[config.mk]
export PLATFORM = sky130hd
export DESIGN_NAME = frame_uart_sender
export DESIGN_NICKNAME = d
export VERILOG_FILES = /design/src/rtl/frame_uart_sender.sv
export SDC_FILE = /design/constraint.sdc
export NUM_CORES = 1
export LEC_CHECK = 0
export ABC_AREA = 1
export CORE_MARGIN = 3
export CORE_UTILIZATION = 30
export DETAILED_ROUTE_END_ITERATION = 7
export PLACE_DENSITY_LB_ADDON = 0.1
export REMOVE_ABC_BUFFERS = 1
export SLEW_MARGIN = 20
export SYNTH_ARGS = -nofsm -noshare
export SYNTH_HDL_FRONTEND = slang
export SYNTH_SLANG_ARGS = --single-unit
[constraint.sdc]
create_clock -name clk -period 4.3 [get_ports clk]
set_input_delay 0.86 -clock clk [delete_from_list [all_inputs] [get_ports clk]]
set_output_delay 0.86 -clock clk [all_outputs]
set_load 0.05 [all_outputs]
[src/rtl/frame_uart_sender.sv]
// frame_uart_sender: reader side of the ping-pong SPRAM frame buffers.
// Takes a committed frame (base word address + byte count), reads it one
// byte per SPRAM word from the idle bank and hands each byte to a uart_tx
// byte interface, one byte at a time, gated by the host enable.
//
// Handshakes:
//   frame_valid/frame_ready : a frame is accepted in any cycle where both
//     are high; frame_valid without frame_ready drops the frame and sets the
//     sticky overrun flag.
//   tx_start/tx_busy : tx_start is raised with tx_data stable and held until
//     tx_busy is sampled high (the byte is then owned by the UART); the next
//     byte is only prepared after tx_busy has returned low.

module frame_uart_sender #(
  parameter int ADDR_W       = 14,
  parameter int LEN_W        = 14,
  parameter int BUSY_TIMEOUT = 1023
) (
  input  logic              clk,
  input  logic              rst,
  input  logic              enable,
  input  logic              frame_valid,
  input  logic [ADDR_W-1:0] frame_base,
  input  logic [LEN_W-1:0]  frame_len,
  output logic              frame_ready,
  output logic              mem_rd_en,
  output logic [ADDR_W-1:0] mem_addr,
  input  logic [15:0]       mem_rdata,
  output logic              tx_start,
  output logic [7:0]        tx_data,
  input  logic              tx_busy,
  output logic              busy,
  output logic              done,
  output logic              aborted,
  output logic              overrun,
  output logic              tx_timeout,
  output logic [15:0]       frames_sent,
  output logic [2:0]        dbg_state
);

  // Timeout counter must be able to hold BUSY_TIMEOUT itself.
  localparam int TO_W = (BUSY_TIMEOUT < 2) ? 1 : $clog2(BUSY_TIMEOUT + 1);
  localparam logic [TO_W-1:0] TO_LAST = TO_W'(BUSY_TIMEOUT - 1);

  typedef enum logic [2:0] {
    IDLE    = 3'd0,
    READ    = 3'd1,
    WAIT_RD = 3'd2,
    LAUNCH  = 3'd3,
    DRAIN   = 3'd4
  } state_t;

  state_t            state_q;
  state_t            state_d;

  logic [ADDR_W-1:0] base_q;
  logic [LEN_W-1:0]  len_q;
  logic [LEN_W-1:0]  idx_q;
  logic [LEN_W-1:0]  idx_next;
  logic [TO_W-1:0]   to_cnt;
  logic [ADDR_W-1:0] rd_addr_d;

  logic              accept;
  logic              byte_done;
  logic              timeout_hit;
  logic              done_c;
  logic              aborted_c;

  // Only the low byte of each SPRAM word carries frame data.
  logic              unused_rdata_hi;
  assign unused_rdata_hi = ^mem_rdata[15:8];

  // Ready is held low during reset so every output reads 0 while rst is high.
  assign frame_ready = (state_q == IDLE) & enable & ~rst;
  assign accept      = frame_valid & frame_ready;
  assign busy        = (state_q != IDLE);
  assign dbg_state   = state_q;
  assign done        = done_c;
  assign aborted     = aborted_c;

  assign idx_next  = idx_q + LEN_W'(1);
  assign byte_done = (state_q == DRAIN) & ~tx_busy;

  // First read of a frame uses the incoming base directly; later reads use
  // the captured base plus the next index. The sum wraps at 2^ADDR_W.
  assign rd_addr_d = (state_q == IDLE) ? frame_base
                                       : base_q + ADDR_W'(idx_next);

  // State register
  always_ff @(posedge clk or posedge rst) begin
    if (rst) state_q <= IDLE;
    else     state_q <= state_d;
  end

  // Next-state decode plus the done/aborted/timeout decision pulses
  always_comb begin
    state_d     = state_q;
    done_c      = 1'b0;
    aborted_c   = 1'b0;
    timeout_hit = 1'b0;
    case (state_q)
      IDLE: begin
        if (accept) begin
          if (frame_len == '0) done_c  = 1'b1;
          else                 state_d = READ;
        end
      end
      READ:    state_d = WAIT_RD;
      WAIT_RD: state_d = LAUNCH;
      LAUNCH: begin
        // A busy-high sample wins over a timeout in the same cycle.
        if (tx_busy) begin
          state_d = DRAIN;
        end else if (to_cnt == TO_LAST) begin
          timeout_hit = 1'b1;
          aborted_c   = 1'b1;
          state_d     = IDLE;
        end
      end
      DRAIN: begin
        // The byte in flight always finishes; enable is only honoured here.
        if (!tx_busy) begin
          if (idx_next == len_q) begin
            done_c  = 1'b1;
            state_d = IDLE;
          end else if (!enable) begin
            aborted_c = 1'b1;
            state_d   = IDLE;
          end else begin
            state_d = READ;
          end
        end
      end
      default: state_d = IDLE;
    endcase
  end

  // Frame context: capture base/length on accept, advance index per byte
  always_ff @(posedge clk or posedge rst) begin
    if (rst) begin
      base_q <= '0;
      len_q  <= '0;
      idx_q  <= '0;
    end else if (accept) begin
      base_q <= frame_base;
      len_q  <= frame_len;
      idx_q  <= '0;
    end else if (byte_done) begin
      idx_q <= idx_next;
    end
  end

  // SPRAM read port: one-cycle strobe on READ, address held while idle
  always_ff @(posedge clk or posedge rst) begin
    if (rst) begin
      mem_rd_en <= 1'b0;
      mem_addr  <= '0;
    end else begin
      mem_rd_en <= (state_d == READ);
      if (state_d == READ) mem_addr <= rd_addr_d;
    end
  end

  // UART byte interface: latch read data, hold start for the whole LAUNCH
  always_ff @(posedge clk or posedge rst) begin
    if (rst) begin
      tx_start <= 1'b0;
      tx_data  <= '0;
    end else begin
      tx_start <= (state_d == LAUNCH);
      if (state_q == WAIT_RD) tx_data <= mem_rdata[7:0];
    end
  end

  // Counts LAUNCH cycles spent waiting for tx_busy to rise
  always_ff @(posedge clk or posedge rst) begin
    if (rst)                                to_cnt <= '0;
    else if (state_q == LAUNCH && !tx_busy) to_cnt <= to_cnt + TO_W'(1);
    else                                    to_cnt <= '0;
  end

  // Sticky status flags and completed-frame counter
  always_ff @(posedge clk or posedge rst) begin
    if (rst) begin
      overrun     <= 1'b0;
      tx_timeout  <= 1'b0;
      frames_sent <= '0;
    end else begin
      if (frame_valid && !frame_ready) overrun    <= 1'b1;
      if (timeout_hit)                 tx_timeout <= 1'b1;
      if (done_c)                      frames_sent <= frames_sent + 16'd1;
    end
  end

endmodule

Yosys cells after proc, flatten, opt, wreduce, memory -nomap -nowiden
Cells that the tools add are included.

Register bits after elaboration: 97. Bits of input ports: 49. Memories: 0. RAM bits: 0. Word-level logic and storage cells: 62. Bits in latches: 0. Bits in read-only memories: 0. Output and inout bits: 49.

Bitwise gates (word level): 6. Shifts and indexed selects: 0. Mux-type cells: 24. Reduce and logical (&&, ||, !) cells: 8. Order comparisons: 0. Divide/modulo/power cells: 0. $add $sub $neg: 4. $mul: 0. Eq/ne operators: 8.

Operator list (count): 2-to-1 mux 14 bit (3); adder 16 x 1 -> 16 bit, second input constant (1); 2-to-1 mux 3 bit (5); one-hot mux 3 bit (5 select lines) (1); adder 14 x 1 -> 14 bit, second input constant (1); adder 14 bit (1); equality test 14 bit (1); logical NOT 14 bit (1); 2-to-1 mux 1 bit (12); adder 10 x 1 -> 10 bit, second input constant (1); equality test 10 bit, second input constant (1); 2-to-1 mux 10 bit (1); equality test 3 x 2 -> 1 bit, second input constant (3); equality test 3 x 1 -> 1 bit, second input constant (2); bitwise AND 1 bit (4); one-hot mux 1 bit (2 select lines) (2); equality test 3 bit, second input constant (1); logical NOT 3 bit (1); nonzero test 3 bit (1); logical AND 1 bit (2); logical NOT 1 bit (2); NOT 1 bit (2); nonzero test 2 bit (1).

Logic depth before layout (Yosys ltp)
Depth in word-level cells: 7. Gate-level depth with buffers: 20. Gate-level depth less buffers: 20.

Least setup slack after synthesis
No wires, ideal clock.

Path type: register to output. From: register state_q[1] (netlist: dbg_state[1]). To: output port done. Required time: 3.440 ns. Data arrival time: 2.894 ns. Path buffers: 0. Slack: 0.546 ns. Stages on the path, launching flop included: 10. Cell sequence: dfrtp_1 nor2_1 inv_2 nor2_2 inv_2 nor3_2 nand2_1 inv_1 nand2_1 o21ai_0.

Cells in the longest elaborated chain, start to end: 6. Elaborated cells on any way between the ends: 7. Those cells by class: 1 x eq/ne; 2 x mux; 3 x bitwise; 1 x reduce/logical.

Ends and longest elaborated chain: start: declaration (line 53) `state_t state_q;`; start signal: assignment (line 92) `else state_q <= state_d;`; logical NOT 3 bit (line 74) `assign frame_ready = (state_q == IDLE) & enable & ~rst;`; bitwise AND 1 bit (2 in a row) (line 74); named net frame_ready (line 25) `output logic frame_ready,`; bitwise AND 1 bit (line 75) `assign accept = frame_valid & frame_ready;`; 2-to-1 mux 1 bit (line 103) `if (accept) begin`; one-hot mux 1 bit (2 select lines) (line 101) `case (state_q)`; end: declaration (line 33) `output logic done,`.

The timed path passes the listed nets, and every way through them passes these cells.

Final worst setup path
From: register idx_q[0]. To: output port aborted.

Cells in the longest elaborated chain, start to end: 5.

Ends and longest elaborated chain: start: declaration (line 58) `logic [LEN_W-1:0] idx_q;`; start signal: assignment (line 149) `idx_q <= idx_next;`; adder 14 x 1 -> 14 bit (line 81) `assign idx_next = idx_q + LEN_W'(1);`; equality test 14 bit (line 123) `if (idx_next == len_q) begin`; 2-to-1 mux 1 bit (line 123); 2-to-1 mux 1 bit (line 122) `if (!tx_busy) begin`; one-hot mux 1 bit (2 select lines) (line 101); end: declaration (line 34) `output logic aborted,`.

Every way passes these cells.

==> metrics.txt <==
outcome completed; Ports between 90 and 100; Avg Cell Area, Syn roughly 7.4 sq um; H-tree Lvls 3; ys async rst share 1.00; initial antenna violation count 0; largest net degree at the start of global routing 65; required time worst endpoint approximately 3400 ps; Setup CP Type reg -> out; Critical Path AT just under 3000 ps; fin crit period approximately 3800 ps; Fin. Hold Viols 0; Post-CTS Setup Bufs 0; Fin Clk Skew 13.7 ps; GRT Util Overall 0.152; cell with the most instances after synthesis nand2_1; CTS tree yes; Final Power 4670 uW; Cells after Synth just under 800; RSZ-0062 raised after global routing no; Starting Density 0.312; Synth top area share 0.424; post-DR vias/cell 4.68; final wirelength around 15,000 um; HP Class reg -> reg; vias post-DR 5,139; Post-synth EDFFs 0; Cell Rows between 40 and 50; synthesized area between 5000 and 6000 sq um; maximum clock rate ~0.27 GHz; Startpoint Class register; worst-path fanout max 4; clock buffer depth 2; worst-margin pin slew roughly 850 ps; Hold WS between 400 and 500 ps; FF+latch count, synth between 90 and 100; die area ~21,000 sq um; die height about 140 um; relative slew slack 0.435; first-pass GRT wire length 25,300 um; Worst-path clk slew approximately 70 ps; Worst IR Drop VDD between 200 and 250 uV; setup ws final 549 ps; 1st-iter DRT viols about 280; period utilization 0.872; Synth Flop Type dfrtp_1; routed len/inst 14.0 um; GP Congestion slightly below 0.9; Max-cap violations 0; Antenna Nets Post-Route 0; First-pass DRT Iterations 4; dominant cells by area after synthesis dfrtp_1 (42%), nand2_1 (15%), inv_1 (7.4%), nand3_1 (6.7%), o21ai_0 (4.7%); PortBufs 89; vias in the first global route 5,131; Post-synth top cells nand2_1 (235), inv_1 (113), dfrtp_1 (97); Netlist cell types 37; core area approximately 18,000 sq um; Num CTS Buffers 9; Pwr Density around 650 nW/um^2; # hold bufs at CTS 0; clk_lat worst skew between 300 and 400 ps; Area Overhead vs Synth 26.0%; Antenna Cells 0; DRC 0; Root Driver clkbuf_16; share of cells above drive strength 1 0.0655; Chip Width 144 um; Setup crit end kind output pin; CTS sink count 97; # resized after CTS 0; sequential area share after synthesis 0.424; Ys Warns 0; Leakage about 0.0036 uW; Final HPWL DP roughly 12,000 um; max-slew violation count 0; # setup viols final 0; GRT overflow 0; worst slack at placement approximately 700 ps; area leader, netlist dfrtp_1; nets between 900 and 1,000
-- metal layers --
layer	global-route usage	vias up	routed length (um)
met5	0	-	0
met4	0.0535	0	293
met2	0.259	78	7390
met1	0.199	2370	7230
met3	0.0198	17	423
li1	-	2674	-
-- registers in the layout (all words and copies together) (netlist names), 3 cells and up --
register / count
frames_sent: 16
base_q: 14
idx_q: 14
len_q: 14
mem_addr: 14
to_cnt: 10
tx_data: 8
dbg_state: 3
-- final timing paths --
path	slack [ps]	endpoint	from	cells past startpoint
max	550	aborted	idx_q[0]$_DFFE_PP0P_	13
min	470	mem_addr[5]$_DFFE_PP0N_	mem_addr[5]$_DFFE_PP0N_	2
max reg2reg	1530	mem_addr[11]$_DFFE_PP0N_	idx_q[0]$_DFFE_PP0P_	16
min reg2reg	470	mem_addr[5]$_DFFE_PP0N_	mem_addr[5]$_DFFE_PP0N_	2
max in group asynchronous	2410	len_q[12]$_DFFE_PP0P_	rst	3
min in group asynchronous	1090	frames_sent[1]$_DFFE_PP0P_	rst	2
-- stage by stage --
stage	TNS, ps	utilization	instances	cell area [sq um]
2_1_floorplan	-1600	-	757	5650
3_3_place_gp	0	0.376	1083	6900
3_5_place_dp	0	0.376	1083	6900
4_1_cts	0	0.393	1099	7210
5_1_grt	0	0.393	1099	7210
6_report	0	0.393	1099	7210
-- cell type report --
| cell class | count | area (sq um) |
|---|---|---|
| Tap cell | 229 | 287 |
| Inverter | 115 | 434 |
| Timing Repair Buffer | 97 | 961 |
| Sequential cell | 97 | 2430 |
| Fill cell | 1908 | 11100 |
| Clock inverter | 5 | 62.6 |
| Clock buffer | 11 | 253 |
| Multi-Input combinational cell | 545 | 2790 |
-- cell families after synthesis --
kind of cell	after synthesis	share of synthesized area
and+or+nand+nor	404	0.310
buffers and inverters	131	0.0891
DFF	97	0.424
AOI/OAI and AO/OA	95	0.0905
xor gates and xnor gates	20	0.0306
adders and majority gates	18	0.0406
muxes	8	0.0157
-- where the power goes --
part | switching [uW] | leakage [uW] | internal (uW)
clock | 387 | 0.000148 | 487
combinational | 1540 | 0.00217 | 826
sequential | 223 | 0.00125 | 1210
total | 2150 | 0.00357 | 2520
-- placed cells by master, fill, tap and decap left out, types with 3 or more instances in the layout --
master           synthesis  final
xor2_1                  11     11
nand4_1                 10     10
clkdlybuf4s50_1          0     88
xnor2_1                  9      9
nor2_2                   7      7
inv_1                  113    112
mux2_2                   8      8
dfrtp_1                 97     97
nor2_1                  46     46
o22ai_1                 11     11
nor3_1                   7      7
ha_1                    17     17
clkbuf_16                0      9
a21oi_1                 17     17
nand2_1                235    235
o21bai_1                 3      3
buf_4                    0      8
nand3_1                 77     77
nand3b_1                 6      6
nor4_1                   3      3
o21ai_0                 54     54
nand2_2                  4      4
-- critical path, stage by stage (launching register included) --
cell and delay (ps):
dfrtp_1 420, ha_1 420, inv_1 80, nand2_1 60, nand3_1 100, nor2_1 120, nand3_1 70, nor2_1 110
nand2_1 100, nor2_2 110, nand3_2 100, nand3_1 100, nand2_1 50, clkdlybuf4s50_1 700
(Power assumes the default switching activity.)
